$ cat config.mk
export PLATFORM = sky130hd
export DESIGN_NAME = mem_access_unit
export DESIGN_NICKNAME = d
export VERILOG_FILES = /design/src/rtl/mem_access_unit_pkg.sv /design/src/rtl/mem_lane_align.sv /design/src/rtl/mem_access_unit.sv
export SDC_FILE = /design/constraint.sdc
export NUM_CORES = 1
export LEC_CHECK = 0
export CAP_MARGIN = 20
export CELL_PAD_IN_SITES_DETAIL_PLACEMENT = 1
export CELL_PAD_IN_SITES_GLOBAL_PLACEMENT = 1
export CORE_ASPECT_RATIO = 1.4
export CORE_MARGIN = 3
export CORE_UTILIZATION = 36
export DETAILED_ROUTE_END_ITERATION = 6
export GPL_TIMING_DRIVEN = 0
export PLACE_DENSITY = 0.86
export SYNTH_ARGS = -nofsm -noshare
export SYNTH_HDL_FRONTEND = slang
export SYNTH_SLANG_ARGS = --single-unit
$ cat constraint.sdc
create_clock -name clk -period 5.8 [get_ports clk]
set_input_delay 0.87 -clock clk [delete_from_list [all_inputs] [get_ports clk]]
set_output_delay 0.87 -clock clk [all_outputs]
set_load 0.01 [all_outputs]
$ cat src/rtl/mem_access_unit_pkg.sv
// Shared constants for the load/store engine: RV32I memory funct3 codes,
// FSM state encoding and the access legality check.
package mem_access_unit_pkg;

    localparam logic [2:0] MEM_F3_B  = 3'b000;
    localparam logic [2:0] MEM_F3_H  = 3'b001;
    localparam logic [2:0] MEM_F3_W  = 3'b010;
    localparam logic [2:0] MEM_F3_BU = 3'b100;
    localparam logic [2:0] MEM_F3_HU = 3'b101;

    typedef enum logic [1:0] {
        MAU_IDLE = 2'd0,
        MAU_BUS  = 2'd1,
        MAU_RESP = 2'd2
    } mau_state_t;

    // A request faults on an unsupported width for its direction or when the
    // address is not naturally aligned for that width.
    function automatic logic access_fault(input logic       write,
                                          input logic [2:0] funct3,
                                          input logic [1:0] addr_lo);
        logic legal;
        logic misaligned;
        legal      = 1'b0;
        misaligned = 1'b0;
        case (funct3)
            MEM_F3_B:  legal = 1'b1;
            MEM_F3_H:  begin legal = 1'b1;   misaligned = addr_lo[0];     end
            MEM_F3_W:  begin legal = 1'b1;   misaligned = |addr_lo;       end
            MEM_F3_BU: legal = !write;
            MEM_F3_HU: begin legal = !write; misaligned = addr_lo[0];     end
            default:   legal = 1'b0;
        endcase
        return !legal || misaligned;
    endfunction

endpackage

$ cat src/rtl/mem_lane_align.sv
// Byte-lane steering: store strobes/replication toward the bus and
// load lane extraction with sign or zero extension back to the datapath.
module mem_lane_align
    import mem_access_unit_pkg::*;
(
    input  logic [2:0]  funct3,
    input  logic [1:0]  addr_lo,
    input  logic [31:0] store_data,
    input  logic [31:0] load_raw,
    output logic [3:0]  store_strb,
    output logic [31:0] store_lanes,
    output logic [31:0] load_data
);

    logic [31:0] lane;

    // Narrow stores are replicated across every lane so the strobes alone
    // select which byte(s) the memory actually updates.
    always_comb begin
        store_strb  = 4'h0;
        store_lanes = store_data;
        case (funct3)
            MEM_F3_B: begin
                store_strb  = 4'b0001 << addr_lo;
                store_lanes = {4{store_data[7:0]}};
            end
            MEM_F3_H: begin
                store_strb  = 4'b0011 << {addr_lo[1], 1'b0};
                store_lanes = {2{store_data[15:0]}};
            end
            MEM_F3_W: store_strb = 4'hF;
            default:  store_strb = 4'h0;
        endcase
    end

    always_comb begin
        lane      = load_raw >> {addr_lo, 3'b000};
        load_data = lane;
        case (funct3)
            MEM_F3_B:  load_data = {{24{lane[7]}}, lane[7:0]};
            MEM_F3_H:  load_data = {{16{lane[15]}}, lane[15:0]};
            MEM_F3_BU: load_data = {24'h0, lane[7:0]};
            MEM_F3_HU: load_data = {16'h0, lane[15:0]};
            default:   load_data = lane;
        endcase
    end

endmodule

$ cat src/rtl/mem_access_unit.sv
// Multicycle load/store engine: accepts one request, runs a valid/ready bus
// transaction with arbitrary wait states and returns extended load data.
module mem_access_unit
    import mem_access_unit_pkg::*;
#(
    parameter int ADDR_W = 32
) (
    input  logic              clk,
    input  logic              reset,
    input  logic              req_valid,
    output logic              req_ready,
    input  logic              req_write,
    input  logic [ADDR_W-1:0] req_addr,
    input  logic [2:0]        req_funct3,
    input  logic [31:0]       req_wdata,
    output logic              rsp_valid,
    output logic [31:0]       rsp_rdata,
    output logic              rsp_fault,
    output logic              bus_valid,
    input  logic              bus_ready,
    output logic              bus_we,
    output logic [ADDR_W-1:0] bus_addr,
    output logic [3:0]        bus_wstrb,
    output logic [31:0]       bus_wdata,
    input  logic [31:0]       bus_rdata
);

    mau_state_t        state;
    mau_state_t        state_next;

    logic              write_q;
    logic [ADDR_W-1:0] addr_q;
    logic [2:0]        funct3_q;
    logic [31:0]       wdata_q;
    logic              fault_q;
    logic [31:0]       rdata_q;

    logic              accept;
    logic [3:0]        store_strb;
    logic [31:0]       store_lanes;
    logic [31:0]       load_data;

    assign accept = (state == MAU_IDLE) && req_valid;

    always_ff @(posedge clk or posedge reset) begin
        if (reset) begin
            state <= MAU_IDLE;
        end else begin
            state <= state_next;
        end
    end

    // Request fields are frozen at accept so every bus output stays stable
    // for the whole transaction regardless of what control drives meanwhile.
    always_ff @(posedge clk or posedge reset) begin
        if (reset) begin
            write_q  <= 1'b0;
            addr_q   <= '0;
            funct3_q <= 3'b000;
            wdata_q  <= 32'h0;
            fault_q  <= 1'b0;
        end else if (accept) begin
            write_q  <= req_write;
            addr_q   <= req_addr;
            funct3_q <= req_funct3;
            wdata_q  <= req_wdata;
            fault_q  <= access_fault(req_write, req_funct3, req_addr[1:0]);
        end
    end

    always_ff @(posedge clk or posedge reset) begin
        if (reset) begin
            rdata_q <= 32'h0;
        end else if ((state == MAU_BUS) && bus_ready && !write_q) begin
            rdata_q <= load_data;
        end
    end

    mem_lane_align u_align (
        .funct3      (funct3_q),
        .addr_lo     (addr_q[1:0]),
        .store_data  (wdata_q),
        .load_raw    (bus_rdata),
        .store_strb  (store_strb),
        .store_lanes (store_lanes),
        .load_data   (load_data)
    );

    always_comb begin
        state_next = state;
        req_ready  = 1'b0;
        bus_valid  = 1'b0;
        bus_we     = 1'b0;
        bus_wstrb  = 4'h0;
        rsp_valid  = 1'b0;
        rsp_fault  = 1'b0;
        case (state)
            MAU_IDLE: begin
                req_ready = !reset;
                if (req_valid) begin
                    state_next = access_fault(req_write, req_funct3, req_addr[1:0])
                                 ? MAU_RESP : MAU_BUS;
                end
            end
            MAU_BUS: begin
                bus_valid = 1'b1;
                bus_we    = write_q;
                bus_wstrb = write_q ? store_strb : 4'h0;
                if (bus_ready) begin
                    state_next = MAU_RESP;
                end
            end
            MAU_RESP: begin
                rsp_valid  = 1'b1;
                rsp_fault  = fault_q;
                state_next = MAU_IDLE;
            end
            default: state_next = MAU_IDLE;
        endcase
    end

    assign bus_addr  = {addr_q[ADDR_W-1:2], 2'b00};
    assign bus_wdata = store_lanes;
    assign rsp_rdata = rdata_q;

endmodule

==> results of run 1 <==
==> routing by layer <==
metal  vias up  track usage (%)
li1       1972                -
met1      2121             25.0
met2       166             41.2
met3        36             5.47
met4         0             8.53
met5         -                0
==> registers in the layout, indices dropped and copies added (netlist names) <==
signal / cells
state: 2
funct3_q: 3
wdata_q: 32
rsp_rdata: 32
fault_q: 1
addr_q: 32
write_q: 1
==> cells in the mapped netlist, types with 2 or more instances <==
master / count / area [µm²]
buf_2: 16 / 80.1
nand2b_1: 2 / 12.5
o21ai_0: 18 / 90.1
and2_1: 9 / 56.3
nand3_1: 14 / 70.1
nor2b_1: 2 / 12.5
nand2_1: 22 / 82.6
a21oi_1: 29 / 145
nor2_1: 35 / 131
mux2_1: 4 / 45.0
nor3b_1: 2 / 15.0
mux2i_1: 26 / 260
mux2_2: 87 / 980
buf_4: 41 / 308
dfrtp_1: 103 / 2580
inv_1: 3 / 11.3
clkbuf_1: 7 / 26.3
a221o_1: 9 / 90.1
==> final timing paths <==
check	end	slack (ns)	cells after the start
min in group asynchronous	addr_q[18]	1.03	2
max in group asynchronous	wdata_q[0]	4.07	3
max	bus_wdata[20]	2.31	4
max reg2reg	rsp_rdata[13]	3.89	6
min reg2reg	rsp_rdata[5]	0.49	2
min	rsp_rdata[5]	0.49	2
==> cells by family (layout without fill, tap and decap cells) <==
kind of cell           after synthesis  count (layout)  synth area share (%)
flip-flops                         103             103                  49.6
buffers and inverters               69             292                  8.47
other                                1               2                0.0722
AO/OA/AOI/OAI                       64              64                  7.63
XOR/XNOR                             1               1                 0.169
multiplexers                       117             117                  24.7
AND/OR/NAND/NOR                     97              97                  9.34
==> through the flow <==
stage / total power, mW / cell area [µm²] / hold WS [ns] / cells / setup WS, ns
6_report: 3.29 / 7820 / 0.485 / 861 / 2.31
5_1_grt: 3.49 / 7820 / 0.533 / 861 / 2.06
4_1_cts: 3.33 / 7820 / 0.495 / 861 / 2.20
3_5_place_dp: 2.70 / 7520 / 0.480 / 845 / 2.58
3_3_place_gp: 2.62 / 7490 / 0.467 / 844 / 0.634
2_1_floorplan: 1.88 / 5200 / 0.467 / 453 / 2.23
==> worst max-delay path: stages, from the launching register on <==
cell             delay [ns]
dfrtp_1                0.44
nor2_1                 0.61
buf_2                  0.37
mux2_2                 0.37
clkdlybuf4s50_1        0.49
==> cell type report <==
class                           instances  area (µm²)  area share, %
Buffer                                 66         429           5.49
Clock buffer                           12         246           3.15
Clock inverter                          4        52.6          0.672
Inverter                                3        13.8          0.176
Multi-Input combinational cell        281        2180           27.9
Sequential cell                       103        2580           32.9
Tap cell                              185         231           2.96
Timing Repair Buffer                  207        2090           26.7
==> power groups by stage <==
stage	Sequential (mW)	Combinational [mW]	Clock [mW]
3_5_place_dp	1.13	1.56	0
4_1_cts	1.12	1.57	0.642
5_1_grt	1.15	1.67	0.676
2_1_floorplan	1.13	0.752	0
6_report	1.11	1.55	0.626
3_3_place_gp	1.11	1.51	0
==> impl_metrics.tcl, run 1 <==
set metrics [dict create \
    outcome "finished, final reports clean" \
    dr_total_vias 4295 \
    grt_overflow 0 \
    fin_nets 775 \
    synth_edf_count 0 \
    holdCritStartpoint "rsp_rdata[5]" \
    die_area_um2 15900 \
    max_freq_mhz 287 \
    die_h_um 148 \
    cts.path.max_buffers 2 \
    insertion_delay_ns 0.34 \
    switching_share_pct 32.9 \
    cts-buffers-inserted 9 \
    synth.cell_area_um2 5200 \
    drive_above_1_share_pct 24.9 \
    hold_viol_final 0 \
    dp_hpwl_mm 14.2 \
    p_switching_mw 1.08 \
    antenna_found_initial 0 \
    num_antenna_cells 0 \
    tightest_slew_ns 0.765 \
    combPwrFrac_pct 47.2 \
    grt_usage_pct 22.6 \
    drv_slew 0 \
    p_int_mw 2.21 \
    postLayoutCoreUtil_pct 55.7 \
    drt_iter0_drc 125 \
    async_flop_share_pct 100 \
    max-slew-margin-rel_pct 48.8 \
    crit_type "reg -> out" \
    seq_area_frac_synth_pct 49.6 \
    die_x_um 108 \
    syn_to_final_growth_pct 50.5 \
    final_common_cell "clkdlybuf4s50_1" \
    place.gp.congestion 0.924 \
    drt-total-wl_mm 17.7 \
    p_leak_nw 3.33 \
    hold_buffers 0 \
    finalClockSkew_ns 0.00907 \
    cp-end-kind "output port" \
    r2r_start "addr_q[0]" \
    wl_per_cell_um 20.6 \
    startpoint "funct3_q[2]" \
    start_util_pct 37.0 \
    cts_root_buffer "clkbuf_16" \
    pwr-share-clk_pct 19.0 \
    clk_pin_slew_worst_paths_ns 0.07 \
    nFillCells 1504 \
    p_per_area_nw_per_um2 420 \
    cp_max_fo 10 \
    wl_met1_mm 6.52 \
    wl_met2_mm 9.54 \
    post_cts_resized 0 \
    cap_violations 0 \
    ys_warn_count 0 \
    io_buffers 206 \
    ir_drop_v 0.000176 \
    fin_crit_sh_pct 60.2 \
    core_um2 14000 \
    netlist_instances 452 \
    synth_cell_type_count 41 \
    cts.sinks 103 \
    highest_layer "met4" \
    drc_errors 0 \
    tns_ns 0 \
    vias_per_cell 4.99 \
    io_pins 209 \
    dr.pass1.iters 4 \
    start_kind "register" \
    critPathRequiredTime_ns 4.93 \
    setup_violations 0 \
    avgSynthCellArea_um2 11.5 \
    wl_met3_mm 1.06 \
    synth-seq-cells 103 \
    cts_max_level 3 \
    layout_common_cells "clkdlybuf4s50_1 (206), dfrtp_1 (103), mux2_2 (87), buf_4 (41), nor2_1 (35)" \
    postCtsSetupBuffers 0 \
    rows 51 \
    cts_tree "yes" \
    grt_pass1_vias 4932 \
    fin_crit_ns 3.49 \
    power_frac_seq_pct 33.8 \
    synth_ff_type "dfrtp_1" \
    hold_class "reg -> reg" \
    grt_max_degree 56 \
    grt_pass1_wl_mm 27.7 \
    rsz0062_at_grt "false" \
    ant_nets 0 \
    arrival_ns 2.62 \
]
Note: power is estimated with default switching activity, not from simulation.
==> inputs of run 2 (changes only) <==
- CORE_UTILIZATION: 36 -> 33
- PLACE_DENSITY: 0.86 -> 0.79
- clock period: 5.8 -> 3.35 ns (I/O delays scaled with it)
==> impl_metrics.tcl, run 2 (synthesis gave the netlist of run 1 again) <==
set metrics [dict create \
    holdPathStages 2 \
    grt_pass1_wl_mm 26.6 \
    tightest_slew_ns 0.687 \
    place.gp.congestion 0.794 \
    multi_input_area_um2 2180 \
    dp_hpwl_mm 13.2 \
    cts_root_buffer "clkbuf_16" \
    clk_pin_slew_worst_paths_ns 0.08 \
    hold_viol_final 0 \
    seq_area_um2 2580 \
    ir_drop_v 0.000335 \
    rsz0062_at_grt "false" \
    start_kind "register" \
    drive_above_1_share_pct 25.0 \
    drc_errors 0 \
    outcome "finished, final reports clean" \
    rows 53 \
    r2r_start "addr_q[0]" \
    io_buffers 206 \
    die_h_um 154 \
    cts.sinks 103 \
    fin_nets 775 \
    hold_buffers 0 \
    syn_to_final_growth_pct 51.2 \
    layout_common_cells "clkdlybuf4s50_1 (206), dfrtp_1 (103), mux2_2 (87), buf_4 (41), nor2_1 (35)" \
    grt_usage_pct 19.4 \
    dr_total_vias 4227 \
    critPathRequiredTime_ns 2.85 \
    max_freq_mhz 326 \
    whs_endpoint "rsp_rdata[0]" \
    grt_overflow 0 \
    setup_violations 0 \
    insertion_delay_ns 0.35 \
    fin_ws_ns 0.286 \
    cts_tree "yes" \
    fin_crit_ns 3.06 \
    core_um2 15300 \
    reg2reg_depth 6 \
    wl_per_cell_um 19.4 \
    io_pins 209 \
    p_leak_nw 3.34 \
    die_x_um 112 \
    post-place-ws_ns 0.620 \
    crit_type "reg -> out" \
    hold_class "reg -> reg" \
    die_area_um2 17300 \
    p_per_area_nw_per_um2 730 \
    cts-buffers-inserted 9 \
    start_util_pct 34.1 \
    cts_max_level 3 \
    cp-end-kind "output port" \
    ant_nets 0 \
    drt_iter0_drc 133 \
    post_cts_resized 0 \
    rrSetupSlack_ns 1.51 \
    holdCritStartpoint "rsp_rdata[0]" \
    final_common_cell "clkdlybuf4s50_1" \
    dr.pass1.iters 4 \
    r2r-end "rsp_rdata[8]" \
    nFillCells 1620 \
    fin_crit_sh_pct 91.5 \
    antenna_found_initial 0 \
    grt_max_degree 55 \
    cp_max_fo 10 \
    postCtsSetupBuffers 0 \
    drt-total-wl_mm 16.9 \
    final-instance-count-excl-fill 868 \
    cap_violations 0 \
    cts.path.max_buffers 2 \
    max-slew-margin-rel_pct 54.2 \
    drv_slew 0 \
    finalClockSkew_ns 0.0125 \
    grt_pass1_vias 4789 \
    finalPower_mw 5.74 \
    arrival_ns 2.56 \
    num_antenna_cells 0 \
    dp_cells 852 \
    vias_per_cell 4.87 \
]
## run 2: changes by cell type in the layout (fill, tap and decap cells not counted)
cell,change
inv_6,-2
bufinv_16,+1
clkinvlp_4,+1
clkbuf_1,-1
clkinv_4,+1
## run 2: power by group
part / switching [mW] / total, mW / internal (mW) / leakage (nW)
clock network: 0.475 / 1.15 / 0.676 / 0.156
logic: 1.10 / 2.66 / 1.56 / 1.94
registers: 0.272 / 1.92 / 1.65 / 1.24
## run 2: final cells by class
type | count | share of cell area, %
repair buffers | 207 | 26.6
plain buffers | 66 | 5.46
flip-flops and latches | 103 | 32.8
clock buffers | 11 | 3.09
well taps | 192 | 3.06
clock inverters | 5 | 1.04
multi-input cells | 281 | 27.8
inverters | 3 | 0.175
## run 2: worst max path at each step
stage | cells past startpoint | startpoint | slack (ns) | to
after floorplan | 1 | reset | 0.14 | addr_q[0]
after CTS | 4 | funct3_q[2] | 0.25 | bus_wdata[21]
after detailed placement | 4 | funct3_q[2] | 0.62 | bus_wdata[21]
after global placement | 2 | reset | -1.51 | rsp_rdata[2]
after global routing | 5 | funct3_q[2] | 0.13 | bus_wdata[29]
final | 7 | addr_q[1] | 0.29 | bus_wstrb[3]
## run 2: through the flow
stage                     setup TNS (ns)  hold WS, ns  cell area, µm²  utilization (%)
after floorplan                        0        0.467            5200                -
after global placement           -154.17        0.467            7500             49.2
after detailed placement               0        0.482            7530             49.4
after CTS                              0        0.500            7860             51.5
after global routing                   0        0.525            7860             51.5
final                                  0        0.493            7860             51.5
## run 2: critical path, cell delays in order (launching register included)
cell and delay (ns):
dfrtp_1 0.32, buf_2 0.19, buf_4 0.23, buf_2 0.25
buf_2 0.27, o21ai_0 0.12, a21oi_1 0.24, clkdlybuf4s50_1 0.59
## run 2: metal layers
layer,share of wire (%),global-route usage (%),up-vias
li1,-,-,1977
met1,38,22.0,2082
met2,54,35.6,149
met3,6.6,5.40,19
met4,1.9,5.73,0
met5,0,0,-
==> inputs of run 3 (changes only) <==
- ABC_AREA: not set -> 1
- CORE_UTILIZATION: 33 -> 31
==> impl_metrics.tcl, run 3 <==
set metrics [dict create \
    synth_area_leaders "dfrtp_1 (46%), nand2_1 (19%), buf_4 (5.9%), nor2_1 (4.2%), inv_1 (3.9%)" \
    postCtsSetupBuffers 0 \
    hold_viol_final 0 \
    gr-usage-met1_pct 21.8 \
    synth_cell_type_count 31 \
    finalPower_mw 6.12 \
    cp_max_fo 10 \
    cts_root_buffer "clkbuf_16" \
    ant_nets 0 \
    final_common_cell "nand2_1" \
    grt_usage_pct 20.0 \
    grt_max_degree 61 \
    outcome "finished, final reports clean" \
    p_int_mw 3.90 \
    netlist_instances 733 \
    clk_pin_slew_worst_paths_ns 0.07 \
    drt-total-wl_mm 19.7 \
    cts.path.max_buffers 2 \
    combPwrFrac_pct 49.5 \
    arrival_ns 2.44 \
    layout_common_cells "nand2_1 (285), clkdlybuf4s50_1 (206), dfrtp_1 (103), nor2_1 (62), inv_1 (57)" \
    cts.sinks 103 \
    syn_to_final_growth_pct 48.7 \
    core_um2 17500 \
    place.gp.congestion 0.860 \
    start_kind "register" \
    dr.pass1.iters 4 \
    fin_crit_ns 2.94 \
    cap_violations 0 \
    synth-seq-cells 103 \
    setup_violations 0 \
    max_freq_mhz 340 \
    holdCritStartpoint "wdata_q[22]" \
    wl_per_cell_um 16.5 \
    io_pins 209 \
    drv_slew 0 \
    p_per_area_nw_per_um2 737 \
    fin_crit_sh_pct 87.7 \
    slowest_stage "clkdlybuf4s50_1" \
    drive_above_1_share_pct 13.3 \
    grt_pass1_wl_mm 30.8 \
    synth_ff_type "dfrtp_1" \
    top_usage_layer "met2" \
    cp_cell_sequence "buf_2 > nor2_2 > buf_2 > nand2_1 > o21ai_1 > clkdlybuf4s50_1" \
    r2r_start "state[1]" \
    grt_util_met2_pct 37.6 \
    antenna_found_initial 0 \
    ir_drop_v 0.000310 \
    switching_share_pct 36.3 \
    fin_ws_ns 0.412 \
    critPathRequiredTime_ns 2.85 \
    finalClockSkew_ns 0.00964 \
    max-slew-margin-rel_pct 47.1 \
    pwr-share-clk_pct 18.8 \
    io_buffers 206 \
    rsz0062_at_grt "false" \
    startpoint "funct3_q[1]" \
    die_x_um 119 \
    cp-end-kind "output port" \
    rows 57 \
    crit_type "reg -> out" \
    p_leak_nw 4.07 \
    avgSynthCellArea_um2 7.62 \
    start_util_pct 31.8 \
    grt_overflow 0 \
    die_area_um2 19700 \
    post_cts_resized 0 \
    async_flop_share_pct 100 \
    hold_class "reg -> reg" \
    synth_edf_count 0 \
    cts-buffers-inserted 9 \
    insertion_delay_ns 0.35 \
    p_switching_mw 2.22 \
    post-place-ws_ns 0.800 \
    seq_area_frac_synth_pct 46.2 \
    yosysMostFrequentCell "nand2_1" \
    max_stage_delay_ns 0.56 \
    hold_buffers 0 \
    grt_pass1_vias 5842 \
    tightest_slew_ns 0.794 \
    grtUsageMet3_pct 4.52 \
    synth_area_leader_cell "dfrtp_1" \
    synth_common_cells "nand2_1 (285), dfrtp_1 (103), nor2_1 (62)" \
    synth.cell_area_um2 5580 \
    dp_hpwl_mm 15.3 \
    path_common_cell "buf_2" \
    die_h_um 165 \
    ys_warn_count 0 \
    vias_per_cell 4.61 \
    dr_total_vias 5496 \
    drc_errors 0 \
    fin_nets 1056 \
    num_antenna_cells 0 \
    drt_iter0_drc 265 \
    cts_tree "yes" \
    power_frac_seq_pct 31.8 \
    cts_max_level 3 \
    synth_top_area_share_pct 46.2 \
]
==> run 3: stage by stage <==
| stage | utilization [%] | cells | TNS (ns) | cell area [µm²] | hold slack [ns] |
|---|---|---|---|---|---|
| 2_1_floorplan | - | 734 | 0 | 5590 | 0.442 |
| 3_3_place_gp | 45.3 | 1176 | -186.33 | 7950 | 0.458 |
| 3_5_place_dp | 45.5 | 1177 | 0 | 7980 | 0.463 |
| 4_1_cts | 47.3 | 1193 | 0 | 8300 | 0.486 |
| 5_1_grt | 47.3 | 1193 | 0 | 8300 | 0.506 |
| 6_report | 47.3 | 1193 | 0 | 8300 | 0.480 |
==> run 3: area by class of cell <==
class	count	area, µm²
Fill cell	2169	9240
Tap cell	236	295
Buffer	75	505
Clock buffer	13	280
Multi-Input combinational cell	492	2260
Clock inverter	3	47.5
Sequential cell	103	2580
Inverter	64	243
Timing Repair Buffer	207	2090
==> run 3: worst paths after layout <==
| kind | to | slack [ns] | depth (start not counted) |
|---|---|---|---|
| min in group asynchronous | addr_q[18] | 0.69 | 2 |
| setup / recovery | bus_wdata[18] | 0.41 | 6 |
| hold / removal | wdata_q[22] | 0.48 | 2 |
| setup reg to reg | wdata_q[26] | 1.71 | 7 |
| hold reg to reg | wdata_q[22] | 0.48 | 2 |
| max in group asynchronous | rsp_rdata[7] | 1.95 | 3 |
==> run 3: metal layers <==
| metal | part of all wire, % | wire [µm] |
|---|---|---|
| met5 | 0 | 0 |
| met4 | 2.9 | 575 |
| met3 | 5.2 | 1020 |
| met2 | 54 | 10700 |
| met1 | 38 | 7400 |
==> run 3: critical path, delay by kind of cell, from the launching register on <==
kind                   cells  cell delay, ns
flip-flops                 1            0.46
buffers and inverters      3            1.08
AND/OR/NAND/NOR            2            0.46
AO/OA/AOI/OAI              1            0.08
==> run 3: power by group through the flow <==
stage	combinational (mW)	sequential [mW]	clock, mW
floorplan	1.47	2.00	0
global placement	2.99	1.95	0
detailed placement	3.06	1.97	0
CTS	3.08	1.95	1.18
global route	3.31	2.01	1.23
finish	3.03	1.94	1.15
==> run 3: logic make-up after synthesis <==
| group | Yosys count | share of synthesized area, % |
|---|---|---|
| and+or+nand+nor | 408 | 31.6 |
| DFF | 103 | 46.2 |
| other | 1 | 0.0672 |
| AOI/OAI and AO/OA | 80 | 8.42 |
| buffers and inverters | 139 | 13.4 |
| muxes | 2 | 0.403 |
==> variant 1 (config.mk and constraints of run 3) <==
Change the parameter `ADDR_W` from 32 to 64.
--- a/src/rtl/mem_access_unit.sv
+++ b/src/rtl/mem_access_unit.sv
@@ -4,5 +4,5 @@
     import mem_access_unit_pkg::*;
 #(
-    parameter int ADDR_W = 32
+    parameter int ADDR_W = 64
 ) (
     input  logic              clk,
Ports: changed (resized bus_addr and req_addr); port bits go from 209 to 273. No check against the original RTL was run, so the function may have changed too.
==> variant 1 against run 3 <==
Final area grew 29%; power rose by 28%; final cell count increased by 27%; sequential cell count is 32 higher; worst setup slack got worse by 0.033 ns; worst hold slack lost 0.0017 ns; combinational power grew 17%; first-iteration DRC count is 12% lower; register-to-register slack gained 0.05 ns; synthesized area is 25% higher; clock power is 59% higher; fmax fell by 1.1%; wire length up 26%; critical path type unchanged.
==> variant 1: results (changes against run 3) <==
- Outcome: completed (unchanged)
- Met1 wire length: 9.40 mm (was 7.40 mm)
- ClkCell Share: 5.38% (was 3.95%)
- Synth area leaders: dfrtp_1 (48%), nand2_1 (19%), buf_4 (8.3%) (was dfrtp_1 (46%), nand2_1 (19%), buf_4 (5.9%))
- Clock power frac: 23.5% (was 18.8%)
- Count of cell types in the netlist: 30 (was 31)
- Vias per Instance: 4.47 (was 4.61)
- CP endpoint: bus_wdata[27] (was bus_wdata[18])
- HP Start: rsp_rdata[11] (was wdata_q[22])
- Clk_lat worst skew: 0.42 ns (was 0.35 ns)
- Clock Skew: 0.0138 ns (was 0.00964 ns)
- Crit path DAT: 2.47 ns (was 2.44 ns)
- Clock net power: 1.83 mW (was 1.15 mW)
- Layout cells sized above 1: 14.7% (was 13.3%)
- Port-buffer cells: 270 (was 206)
- Peak VDD IR: 0.000345 V (was 0.000310 V)
- Final #Nets: 1,340 (was 1,056)
- Met3 routed WL: 1.42 mm (was 1.02 mm)
- First-pass GRT wire length: 39.2 mm (was 30.8 mm)
- Grt met2 use: 39.0% (was 37.6%)
- Period minus WS final: 2.97 ns (was 2.94 ns)
- Met2 WL: 13.5 mm (was 10.7 mm)
- Slew at the pin with the worst max-slew slack: 0.619 ns (was 0.794 ns)
- GR Util met3: 5.76% (was 4.52%)
- Place WS: 0.783 ns (was 0.800 ns)
- Int Pwr: 5.09 mW (was 3.90 mW)
- Critical Path Max Stage Delay: 0.61 ns (was 0.56 ns)
- Cell Count, Final, Fillers Out: 1,514 (was 1,193)
- Gpl congestion: 0.841 (was 0.860)
- Top cells by count, synth: nand2_1 (353), dfrtp_1 (135), inv_1 (90), buf_4 (77), o21ai_0 (71) (was nand2_1 (285), dfrtp_1 (103), nor2_1 (62), inv_1 (58), buf_4 (44))
- Final Hold Slack: 0.478 ns (was 0.480 ns)
- Num CTS Buffers: 17 (was 9)
==> variant 1: cell types whose count changed in the layout (fill, tap and decap cells not counted), sizes merged, moves of 10 or more <==
| cell | run 3 | this run |
|---|---|---|
| o21ai | 45 | 75 |
| a21oi | 3 | 17 |
| clkdlybuf4s50 | 206 | 270 |
| nand2 | 291 | 358 |
| dfrtp | 103 | 135 |
| buf | 65 | 112 |
| o211ai | 15 | 5 |
| inv | 65 | 97 |
| nor2 | 67 | 50 |
==> variant 1: cells by family (layout without fill, tap and decap cells) <==
group,Yosys count,after routing,synth area share [%]
DFF,135,135,48.5
and+or+nand+nor,453,453,26.4
buffers and inverters,209,515,16.4
AOI/OAI and AO/OA,112,112,8.71
other,1,2,0.0538
==> variant 1: critical path, delay by kind of cell (launching register included) <==
| family | cells | cell delay [ns] |
|---|---|---|
| compound gates | 2 | 0.29 |
| buf+inv | 3 | 0.90 |
| flops | 1 | 0.46 |
| simple gates | 2 | 0.40 |
==> variant 2 (settings of run 3) <==
Without the edit above. Remove the case item `MEM_F3_H` of the case on `funct3`.
--- a/src/rtl/mem_lane_align.sv
+++ b/src/rtl/mem_lane_align.sv
@@ -25,8 +25,4 @@
                 store_lanes = {4{store_data[7:0]}};
             end
-            MEM_F3_H: begin
-                store_strb  = 4'b0011 << {addr_lo[1], 1'b0};
-                store_lanes = {2{store_data[15:0]}};
-            end
             MEM_F3_W: store_strb = 4'hF;
             default:  store_strb = 4'h0;
Formal check against the unedited RTL: not equivalent (a bounded check fails within 4 cycles, from zero or initial values and one cycle with reset high).
==> variant 2 against run 3 <==
Synthesized area grew 1.3%; worst setup slack better by 0.041 ns; largest cell class unchanged; wire length down 2.3%; power is 3.9% lower; sequential cell count unchanged; final area grew 0.35%; die area rose by 1.2%; global-route usage is 0.55 points lower; worst hold slack lost 0.0018 ns; non-clock buffer count increased by 2; critical endpoint is now bus_wdata[17]; via count down 1.6%; clock power shrank 10%; critical path depth stayed put; critical path type unchanged; synthesized cell count up 0.55%.
==> variant 2: results (changes against run 3) <==
- Hpwl dp: 15.3 mm (about the same)
- CP endpoint: bus_wdata[17] (was bus_wdata[18])
- Outcome: completed (unchanged)
- Met2 WL: 10.4 mm (was 10.7 mm)
- Int Pwr: 3.73 mW (was 3.90 mW)
- Top cells by count, synth: nand2_1 (312), dfrtp_1 (103), inv_1 (58), buf_4 (46), o21ai_0 (41) (was nand2_1 (285), dfrtp_1 (103), nor2_1 (62), inv_1 (58), buf_4 (44))
- Layout cells sized above 1: 14.5% (was 13.3%)
- Wire per inst: 16.1 microns (was 16.5 microns)
- Static Leak: 4.14 nW (was 4.07 nW)
- Critical Path Max Stage Delay: 0.53 ns (was 0.56 ns)
- Met1 Use GR: 21.3% (was 21.8%)
- DRT Wirelength: 19.2 mm (was 19.7 mm)
- Synth area leaders: dfrtp_1 (46%), nand2_1 (21%), buf_4 (6.1%) (was dfrtp_1 (46%), nand2_1 (19%), buf_4 (5.9%))
- Clock Skew: 0.0112 ns (was 0.00964 ns)
- Combinational power: 2.94 mW (was 3.03 mW)
- Sequential share of the synthesized area: 45.6% (was 46.2%)
- Hold EP: rsp_rdata[4] (was wdata_q[22])
- Iteration-0 DRC Markers: 177 (was 265)
- Vias per Instance: 4.52 (was 4.61)
- Met3 routed WL: 1.24 mm (was 1.02 mm)
- HP Start: rsp_rdata[4] (was wdata_q[22])
- Port-buffer cells: 206 (unchanged)
- FF-to-FF path depth: 5 (was 7)
- Total track usage: 19.4% (was 20.0%)
- Worst flop-to-flop path endpoint: wdata_q[11] (was wdata_q[26])
- GR Util met3: 5.59% (was 4.52%)
- Slew at the pin with the worst max-slew slack: 0.614 ns (was 0.794 ns)
- Post-synthesis mux area share: 0% (was 0.403%)
- Placed insts: 1,181 (was 1,177)
- Peak VDD IR: 0.000282 V (was 0.000310 V)
- Largest delay share family, worst path: buffers and inverters (unchanged)
- Vias in the first global route: 5,814 (was 5,842)
- Count of cell types in the netlist: 36 (was 31)
- Syn_area_per_cell: 7.67 sq um (was 7.62 sq um)
- Gpl congestion: 0.850 (was 0.860)
- Synth Area in Compound Gates: 5.89% (was 8.42%)
- Grt met2 use: 36.2% (was 37.6%)
- Number of fillers in the final layout: 2,180 (was 2,169)
- Final #Nets: 1,060 (was 1,056)
[variant 2: changes by cell type in the layout (fill, tap and decap cells not counted), sizes merged, moves of 2 or more]
cell and delta:
a22oi -7, nand2 +34, a31oi -6, o21ai +2, nand3 +10, buf +5
clkinv +2, o211ai -9, mux2 -2, a21oi +2, nor3 -3, nor2 -20
clkbuf -4
[variant 2: final cells by class]
type | instances | area, sq um | area share [%]
Multi-Input combinational cell | 494 | 2250 | 27.0
Sequential cell | 103 | 2580 | 30.9
Clock inverter | 4 | 30.0 | 0.360
Buffer | 77 | 579 | 6.95
Inverter | 64 | 253 | 3.03
Clock buffer | 12 | 256 | 3.08
Timing Repair Buffer | 207 | 2090 | 25.1
Tap cell | 236 | 295 | 3.54
[variant 2: stage by stage]
stage               hold slack (ns)  setup slack (ns)  cell area, sq um
finish                        0.478             0.454              8330
global route                  0.505             0.305              8330
CTS                           0.484             0.410              8330
detailed placement            0.459             0.830              8050
global placement              0.460             -1.70              8020
floorplan                     0.443             0.144              5660
